==> config.mk <==
export PLATFORM = sky130hd
export DESIGN_NAME = nbuf_sm_flat
export DESIGN_NICKNAME = d
export VERILOG_FILES = /design/src/rtl/nbuf_sm_if.sv /design/src/rtl/nbuf_sm.sv /design/src/flat_wrapper.sv
export SDC_FILE = /design/constraint.sdc
export NUM_CORES = 1
export LEC_CHECK = 0
export BUFFER_PORTS_ARGS = -buffer_cell sky130_fd_sc_hd__buf_4
export CORE_MARGIN = 4
export CORE_UTILIZATION = 45
export CTS_CLUSTER_SIZE = 24
export DETAILED_ROUTE_END_ITERATION = 8
export GPL_TIMING_DRIVEN = 1
export MAX_ROUTING_LAYER = met4
export PLACE_DENSITY = 0.78
export RECOVER_POWER = 50
export SYNTH_ARGS = -nofsm -noshare
export SYNTH_HDL_FRONTEND = slang
export SYNTH_SLANG_ARGS = --single-unit
==> constraint.sdc <==
create_clock -name clk -period 3.55 [get_ports clk]
set_input_delay 0.1775 -clock clk [delete_from_list [all_inputs] [get_ports clk]]
set_output_delay 0.1775 -clock clk [all_outputs]
set_load 0.1 [all_outputs]
==> src/rtl/nbuf_sm_if.sv <==
// nbuf_sm_if: port bundle between the N-buffer ownership controller and the
// three client stages (write, access, read) that take turns on a ring of RAM
// buffers.
//
// Handshake: each stage has an *_ok / *_ptr grant from the controller and a
// *_done release from the client. *_ok high means the stage owns buffer *_ptr
// and *_ptr is stable. The client releases the buffer by pulsing *_done for
// exactly one cycle while *_ok is high. A *_done while *_ok is low is a
// protocol error: it is ignored apart from setting the sticky err flag.
// access_skip_read is only meaningful in the cycle access_done is high.
//
// Signals:
//   write_ok/write_ptr, write_done                    write stage
//   access_ok/access_ptr, access_done,
//   access_skip_read                                  in-place access stage
//   read_ok/read_ptr, read_done                       read stage
//   free_cnt       number of buffers currently writable
//   err            sticky protocol error
//   dbg_buf_state  per-buffer ownership state, 2 bits per buffer
//                  (0 writable, 1 accessible, 2 readable)
//
// Modports: master = the controller, slave = the client stages.

interface nbuf_sm_if #(
  parameter int NBUF_LOG2 = 1
);
  logic                           write_ok;
  logic [NBUF_LOG2-1:0]           write_ptr;
  logic                           write_done;

  logic                           access_ok;
  logic [NBUF_LOG2-1:0]           access_ptr;
  logic                           access_done;
  logic                           access_skip_read;

  logic                           read_ok;
  logic [NBUF_LOG2-1:0]           read_ptr;
  logic                           read_done;

  logic [NBUF_LOG2:0]             free_cnt;
  logic                           err;
  logic [2*(1<<NBUF_LOG2)-1:0]    dbg_buf_state;

  modport master (
    output write_ok, write_ptr,
    input  write_done,
    output access_ok, access_ptr,
    input  access_done, access_skip_read,
    output read_ok, read_ptr,
    input  read_done,
    output free_cnt, err, dbg_buf_state
  );

  modport slave (
    input  write_ok, write_ptr,
    output write_done,
    input  access_ok, access_ptr,
    output access_done, access_skip_read,
    input  read_ok, read_ptr,
    output read_done,
    input  free_cnt, err, dbg_buf_state
  );
endinterface

==> src/rtl/nbuf_sm.sv <==
// nbuf_sm: ownership controller for a ring of 2^NBUF_LOG2 packet buffers.
// Buffers are handed, strictly in ring order, from the write stage to an
// optional in-place access stage and then to the read stage, after which
// they become writable again. The access stage may also discard a buffer,
// sending it straight back to writable.
//
// Parameters:
//   NBUF_LOG2    log2 of the buffer count (1..4)
//   SKIP_ACCESS  1 removes the access stage; written buffers become readable
//
// Ports:
//   clk    rising-edge clock
//   reset  synchronous active-high reset
//   clear  synchronous active-high clear, identical in effect to reset
//   bus    nbuf_sm_if master modport (grants, releases, free_cnt, err)
//
// Every output is a register or a decode of registers; the done inputs only
// influence next-state logic.

module nbuf_sm #(
  parameter int NBUF_LOG2   = 1,
  parameter bit SKIP_ACCESS = 1'b0
) (
  input  logic     clk,
  input  logic     reset,
  input  logic     clear,
  nbuf_sm_if.master bus
);

  localparam int NBUF = 1 << NBUF_LOG2;
  localparam int CW   = NBUF_LOG2 + 1;
  localparam logic [NBUF_LOG2-1:0] PTR_ONE = 1;

  typedef enum logic [1:0] {
    BUF_WRITABLE   = 2'd0,
    BUF_ACCESSIBLE = 2'd1,
    BUF_READABLE   = 2'd2
  } buf_state_e;

  typedef enum logic {
    PORT_WAIT = 1'b0,
    PORT_USE  = 1'b1
  } port_state_e;

  buf_state_e           buf_q [NBUF];
  buf_state_e           buf_d [NBUF];

  port_state_e          wr_q, wr_d;
  port_state_e          ac_q, ac_d;
  port_state_e          rd_q, rd_d;

  logic [NBUF_LOG2-1:0] wr_ptr_q, wr_ptr_d;
  logic [NBUF_LOG2-1:0] ac_ptr_q, ac_ptr_d;
  logic [NBUF_LOG2-1:0] rd_ptr_q, rd_ptr_d;

  logic [CW-1:0]        free_q, free_d;
  logic                 err_q, err_d;

  // Buffers entering / leaving WRITABLE this cycle. At most two can enter
  // (an access discard and a read release) and only the write stage leaves.
  logic [1:0]           enter_cnt;
  logic                 leave_cnt;

  logic                 wr_stray, ac_stray, rd_stray;

  // A release pulse while the stage does not own a buffer is a protocol
  // error. The access stage does not exist when SKIP_ACCESS is set, so its
  // inputs can never be in error then.
  assign wr_stray = bus.write_done && (wr_q != PORT_USE);
  assign ac_stray = !SKIP_ACCESS && bus.access_done && (ac_q != PORT_USE);
  assign rd_stray = bus.read_done && (rd_q != PORT_USE);

  // Registers
  always_ff @(posedge clk) begin
    if (reset || clear) begin
      for (int i = 0; i < NBUF; i++) begin
        buf_q[i] <= BUF_WRITABLE;
      end
      wr_q     <= PORT_WAIT;
      ac_q     <= PORT_WAIT;
      rd_q     <= PORT_WAIT;
      wr_ptr_q <= '0;
      ac_ptr_q <= '0;
      rd_ptr_q <= '0;
      free_q   <= CW'(NBUF);
      err_q    <= 1'b0;
    end else begin
      for (int i = 0; i < NBUF; i++) begin
        buf_q[i] <= buf_d[i];
      end
      wr_q     <= wr_d;
      ac_q     <= ac_d;
      rd_q     <= rd_d;
      wr_ptr_q <= wr_ptr_d;
      ac_ptr_q <= ac_ptr_d;
      rd_ptr_q <= rd_ptr_d;
      free_q   <= free_d;
      err_q    <= err_d;
    end
  end

  // Next-state logic for the buffer states and the three port FSMs.
  // A port in WAIT looks at the registered state of the buffer under its
  // pointer, so a buffer released at one edge is picked up by the next stage
  // one edge later. The three stages always point at distinct buffers while
  // they are in USE, so their updates to buf_d never collide.
  always_comb begin
    for (int i = 0; i < NBUF; i++) begin
      buf_d[i] = buf_q[i];
    end
    wr_d      = wr_q;
    ac_d      = ac_q;
    rd_d      = rd_q;
    wr_ptr_d  = wr_ptr_q;
    ac_ptr_d  = ac_ptr_q;
    rd_ptr_d  = rd_ptr_q;
    enter_cnt = 2'd0;
    leave_cnt = 1'b0;
    err_d     = err_q | wr_stray | ac_stray | rd_stray;

    // Write stage
    case (wr_q)
      PORT_WAIT: begin
        if (buf_q[wr_ptr_q] == BUF_WRITABLE) begin
          wr_d = PORT_USE;
        end
      end
      PORT_USE: begin
        if (bus.write_done) begin
          buf_d[wr_ptr_q] = SKIP_ACCESS ? BUF_READABLE : BUF_ACCESSIBLE;
          wr_d            = PORT_WAIT;
          wr_ptr_d        = wr_ptr_q + PTR_ONE;
          leave_cnt       = 1'b1;
        end
      end
    endcase

    // Access stage; held idle at pointer 0 when bypassed.
    if (!SKIP_ACCESS) begin
      case (ac_q)
        PORT_WAIT: begin
          if (buf_q[ac_ptr_q] == BUF_ACCESSIBLE) begin
            ac_d = PORT_USE;
          end
        end
        PORT_USE: begin
          if (bus.access_done) begin
            if (bus.access_skip_read) begin
              buf_d[ac_ptr_q] = BUF_WRITABLE;
              enter_cnt       = enter_cnt + 2'd1;
            end else begin
              buf_d[ac_ptr_q] = BUF_READABLE;
            end
            ac_d     = PORT_WAIT;
            ac_ptr_d = ac_ptr_q + PTR_ONE;
          end
        end
      endcase
    end

    // Read stage
    case (rd_q)
      PORT_WAIT: begin
        if (buf_q[rd_ptr_q] == BUF_READABLE) begin
          rd_d = PORT_USE;
        end
      end
      PORT_USE: begin
        if (bus.read_done) begin
          buf_d[rd_ptr_q] = BUF_WRITABLE;
          rd_d            = PORT_WAIT;
          rd_ptr_d        = rd_ptr_q + PTR_ONE;
          enter_cnt       = enter_cnt + 2'd1;
        end
      end
    endcase

    // Net change of writable buffers; cannot leave 0..NBUF because every
    // increment and decrement corresponds to a real buffer transition.
    free_d = free_q + CW'(enter_cnt) - CW'(leave_cnt);
  end

  // Outputs
  assign bus.write_ok   = (wr_q == PORT_USE);
  assign bus.write_ptr  = wr_ptr_q;
  assign bus.access_ok  = (ac_q == PORT_USE);
  assign bus.access_ptr = ac_ptr_q;
  assign bus.read_ok    = (rd_q == PORT_USE);
  assign bus.read_ptr   = rd_ptr_q;
  assign bus.free_cnt   = free_q;
  assign bus.err        = err_q;

  always_comb begin
    bus.dbg_buf_state = '0;
    for (int i = 0; i < NBUF; i++) begin
      bus.dbg_buf_state[2*i +: 2] = buf_q[i];
    end
  end

endmodule

==> src/flat_wrapper.sv <==
// flat-port wrapper written by rule: the top's interface ports become plain ports
module nbuf_sm_flat 
#(
  parameter int NBUF_LOG2   = 1,
  parameter bit SKIP_ACCESS = 1'b0
)
  (clk, reset, clear, bus_write_ok, bus_write_ptr, bus_write_done, bus_access_ok, bus_access_ptr, bus_access_done, bus_access_skip_read, bus_read_ok, bus_read_ptr, bus_read_done, bus_free_cnt, bus_err, bus_dbg_buf_state);
  nbuf_sm_if #(.NBUF_LOG2(NBUF_LOG2)) bus_i ();
  input  logic clk;
  input  logic reset;
  input  logic clear;
  output wire logic [$bits(bus_i.write_ok)-1:0] bus_write_ok;
  output wire logic [$bits(bus_i.write_ptr)-1:0] bus_write_ptr;
  input wire logic [$bits(bus_i.write_done)-1:0] bus_write_done;
  output wire logic [$bits(bus_i.access_ok)-1:0] bus_access_ok;
  output wire logic [$bits(bus_i.access_ptr)-1:0] bus_access_ptr;
  input wire logic [$bits(bus_i.access_done)-1:0] bus_access_done;
  input wire logic [$bits(bus_i.access_skip_read)-1:0] bus_access_skip_read;
  output wire logic [$bits(bus_i.read_ok)-1:0] bus_read_ok;
  output wire logic [$bits(bus_i.read_ptr)-1:0] bus_read_ptr;
  input wire logic [$bits(bus_i.read_done)-1:0] bus_read_done;
  output wire logic [$bits(bus_i.free_cnt)-1:0] bus_free_cnt;
  output wire logic [$bits(bus_i.err)-1:0] bus_err;
  output wire logic [$bits(bus_i.dbg_buf_state)-1:0] bus_dbg_buf_state;
  assign bus_write_ok = bus_i.write_ok;
  assign bus_write_ptr = bus_i.write_ptr;
  assign bus_i.write_done = bus_write_done;
  assign bus_access_ok = bus_i.access_ok;
  assign bus_access_ptr = bus_i.access_ptr;
  assign bus_i.access_done = bus_access_done;
  assign bus_i.access_skip_read = bus_access_skip_read;
  assign bus_read_ok = bus_i.read_ok;
  assign bus_read_ptr = bus_i.read_ptr;
  assign bus_i.read_done = bus_read_done;
  assign bus_free_cnt = bus_i.free_cnt;
  assign bus_err = bus_i.err;
  assign bus_dbg_buf_state = bus_i.dbg_buf_state;
  nbuf_sm #(.NBUF_LOG2(NBUF_LOG2), .SKIP_ACCESS(SKIP_ACCESS)) u_core (.clk(clk), .reset(reset), .clear(clear), .bus(bus_i));
endmodule
# == Yosys cells after proc, flatten, opt, wreduce, memory -nomap -nowiden ==
# Memory sizes are Yosys's and may differ from the RTL's. A register that Yosys moved wholly into a read port is not among the register bits.
# Cells that the tools add are included.
# totals
reg_bits,9
mem_bits_rw,4
input_bits,7
wordCells,95
mem_count,1
# memory_table
memory,depth,word_bits,rd,rd_ports_with_merged_regs,write_ports,line_no,source
u_core.buf_q,2,2,5,3,2,nbuf_sm.sv:45,buf_state_e buf_q [NBUF];
# op_classes
addsub,6
magnitude_cmp,6
eq_ne,2
muxes,40
n_bitwise,21
n_reduce_logical,11
# ops
operator,n
two-way mux 4 bit,7
two-way mux 1 bit,18
two-way mux 2 bit,9
AND 4 bit,2
NOT 4 bit,2
demux 2 bit (select 1 bit),3
>= comparator 2 bit (second input constant),3
logical AND 1 bit,6
< comparator 2 x 1 -> 1 bit (second input constant),3
NOT 1 -> 2 bit,3
one-hot mux 1 bit (2 select lines),3
AND reduction 2 bit,3
OR 1 bit,5
AND 2 bit,2
NOT 2 bit,2
OR 2 bit,2
adder 1 bit (second input constant),3
NOT 1 bit,3
adder 2 x 1 -> 2 bit (second input constant),1
adder 2 bit,1
== test 2 x 1 -> 1 bit (second input constant),1
== test 2 bit (second input constant),1
zero test 2 bit,1
subtractor 2 x 1 -> 2 bit,1
logical OR 1 bit,1

# == Logic depth before layout (Yosys ltp) ==
# logic_depth
word_depth,17
depth_mapped,7
mapped_depth_nobuf,7

# == Least setup slack after synthesis ==
# Ideal clock, no wire load.
# synth_timing
kind,flip-flop to flip-flop
from,"register u_core.ac_q, in the netlist u_core.bus.access_ok"
to,"register u_core.free_q[1], in the netlist u_core.bus.free_cnt[1]"
setup_ns,0.117
arrival_time_ns,2.460
path_slack_ns,0.973
path_stages_with_launch,8
period_less_slack_ns,2.577
cell_sequence,dfxtp_1 and3_1 ha_1 mux2_2 ha_1 xor2_1 xnor3_1 nand2b_1
# synth_via
elab_chain_len,6
# synth_lines
item,line_no,source
start: declaration,nbuf_sm.sv:49,"port_state_e ac_q, ac_d;"
start signal: assignment,nbuf_sm.sv:80,ac_q <= PORT_WAIT;
start signal: assignment,nbuf_sm.sv:92,ac_q <= ac_d;
two-way mux 2 bit *,nbuf_sm.sv:140,case (ac_q)
adder 2 x 1 -> 2 bit,nbuf_sm.sv:173,enter_cnt = enter_cnt + 2'd1;
two-way mux 2 bit,nbuf_sm.sv:169,if (bus.read_done) begin
two-way mux 2 bit *,nbuf_sm.sv:162,case (rd_q)
adder 2 bit *,nbuf_sm.sv:180,free_d = free_q + CW'(enter_cnt) - CW'(leave_cnt);
subtractor 2 x 1 -> 2 bit *,nbuf_sm.sv:180,
end signal: assignment,nbuf_sm.sv:85,free_q <= CW'(NBUF);
end signal: assignment,nbuf_sm.sv:97,free_q <= free_d;
end: declaration,nbuf_sm.sv:56,"logic [CW-1:0] free_q, free_d;"
# Every way passes the cells marked *; elsewhere a longest branch is shown, timed or not.
# A chain may end at the register's enable or synchronous reset.

# == Final worst setup path ==
# Ends and elaborated chain as after synthesis.

==> results.toml <==
[floorplan]
io_pins = 20
die-width_um = 48.4
num_rows = 14
core_um2 = 1520
die_area_um2 = 2350
initial_utilization_pct = 48.3
die_h_um = 48.4

[place]
portBuffers = 19
pre_cts_ws_ns = 1.56
place_hpwl_um = 1160
place.gp.congestion = 0.801

[global_route]
grt_first_pass_wirelength_um = 2640
grt_pass1_vias = 598
grt_max_degree = 9
overflow = 0
antenna_found_initial = 0
grt_util_all_layers_pct = 14.0

[worst_setup_path]
cpPeakStageDelay_ns = 0.45
crit_fanout = 8
slowest_stage = "dfxtp_1"
critPathArrivalTime_ns = 2.19
critPathLaunchType = "register"
end_kind = "register"
worst-path-stages = 7
cp.required_ns = 3.72
worst_path_most_repeated_cell = "ha_1"
r2r_cells = 7
path_buf_inv = 0
cp_top_family = "flip-flops"
path_cells = "and3_1 > ha_1 > mux2_2 > ha_1 > xor2_1 > xnor3_1 > nand2b_1"
crit_type = "reg2reg"

[sta]
post-route-min-period_ns = 2.02
rsz0062_at_grt = "no"
tightestPinTransition_ns = 0.309
tns_ns = 0
final.period_utilization_pct = 57.0
slew_headroom_pct = 79.2
whs_ns = 0.0930
setup_violations = 0
skew_ns = 0.0111
hold_violations = 0
fin_ws_ns = 1.53
slew_violations = 0
fmax_mhz = 494

[synthesis]
avgSynthCellArea_um2 = 10.1
synth_area_um2 = 736
ys_seq_area_share_pct = 43.5
synth-seq-cells = 16
synth_nets = 83
yosysWarnings = 0
ys_types = 30
syn_inst = 73

[power_and_ir_drop]
ir_drop_uv = 182
total_leakage_power_nw = 0.395
p_per_area_nw_per_um2 = 358

[detailed_routing]
drcViolationCount = 0
via_count = 604
vias_per_cell = 5.49
wirelength_um = 1500
dr.pass1.iters = 4
routedWlPerCell_um = 13.6
ant_nets = 0
drt_iter0_drc = 14

[finish]
multiInputGateArea_um2 = 380
syn2layout_area_growth_pct = 23.0
finalNetCount = 106
ff_latch_area_um2 = 320
drive_gt1_share_pct = 29.8
n_fill_cell = 135
antenna-diode-count = 0

[clock_network]
cts-buffers-inserted = 3
cts_tree = "yes"
clk_path_buf_depth = 2
cts_resized = 0
clkSinkCount = 16
cts.htree.levels = 1
cts_root_buffer = "clkbuf_4"
clk-insertion-delay-late_ns = 0.28
clk_pin_slew_ns = 0.09
hold_buffers = 0
post_cts.repair.setup_buffers = 0

[hold_path]
whs_path_depth = 2
hp-class = "in2reg"

[flow_run]
cap_violations = 0

[status]
status = "finished clean"
==> kinds of logic after synthesis <==
family          share of synthesized area (%)
simple gates                             21.4
compound gates                           18.9
flops                                    43.5
buf+inv                                  4.08
xor+xnor                                 5.44
fa+ha+maj                                5.10
mux                                      1.53
==> cells in the mapped netlist <==
cell type	instances	share of area, %
a21oi_2	1	1.2
nand2_1	2	1.0
a211oi_1	2	2.0
a21oi_1	5	3.4
a21boi_0	1	1.0
nand3b_1	1	1.0
nor3_1	3	2.0
o21a_1	2	2.0
xor2_1	2	2.4
xnor3_1	1	3.1
mux2_2	1	1.5
and3_1	2	1.7
nor3b_1	3	3.1
a211oi_2	3	5.1
nor2_1	3	1.5
nand2_2	1	0.85
and3b_2	1	1.4
a31oi_1	1	0.85
o311a_1	1	1.4
or2_1	1	0.85
and2_1	2	1.7
inv_1	5	2.6
nand2b_1	4	3.4
ha_1	3	5.1
dfxtp_1	16	44
o21ai_1	1	0.68
buf_6	1	1.5
a311oi_1	1	1.2
nor2_4	1	1.5
nand3_1	2	1.4
==> area by class of cell <==
| class | instances | area share [%] |
|---|---|---|
| multi-input cells | 51 | 42.0 |
| flip-flops and latches | 16 | 35.4 |
| repair buffers | 19 | 15.8 |
| clock buffers | 3 | 2.49 |
| well taps | 16 | 2.21 |
| inverters | 5 | 2.07 |
==> where the power goes <==
part | internal, mW | switching [mW]
logic | 0.0147 | 0.0330
registers | 0.182 | 0.00289
clock network | 0.0393 | 0.0514
==> cells in the final DEF (no fill, tap or decap), types with 2 or more instances in the layout <==
cell type  instances
a21oi_1            6
nor3b_1            3
nand2b_1           4
xor2_1             2
nand2_1            2
inv_1              5
and3_1             2
a211oi_1           2
nor2_1             3
a211oi_2           3
nor3_1             3
buf_4             19
ha_1               3
clkbuf_4           3
o21a_1             2
dfxtp_1           16
nand3_1            2
==> worst paths after layout <==
check	from	endpoint	slack [ns]
worst max-delay path	u_core.bus.access_ok	u_core.bus.free_cnt[1]	1.53
worst min-delay path	bus_access_skip_read	u_core.buf_q[1][1]	0.09
worst max register to register	u_core.bus.access_ok	u_core.bus.free_cnt[1]	1.53
worst min register to register	u_core.buf_q[0][0]	u_core.buf_q[0][0]	0.52
==> routing by layer <==
layer	vias to the layer above	wire, um	GRT usage (%)
met4	0	10	5.53
met3	2	87	3.07
met5	-	0	-
met1	285	692	17.7
li1	303	-	-
met2	14	708	21.5
==> metrics by stage <==
step                utilization (%)  instances  cell area (um2)  power [mW]
detailed placement             58.2        107              887       0.237
floorplan                         -         73              736       0.222
CTS                            59.7        110              910       0.329
global placement               58.2        107              887       0.236
finish                         59.4        110              905       0.324
global route                   59.4        110              905       0.337
No activity file was read; power rests on OpenSTA's default activity.
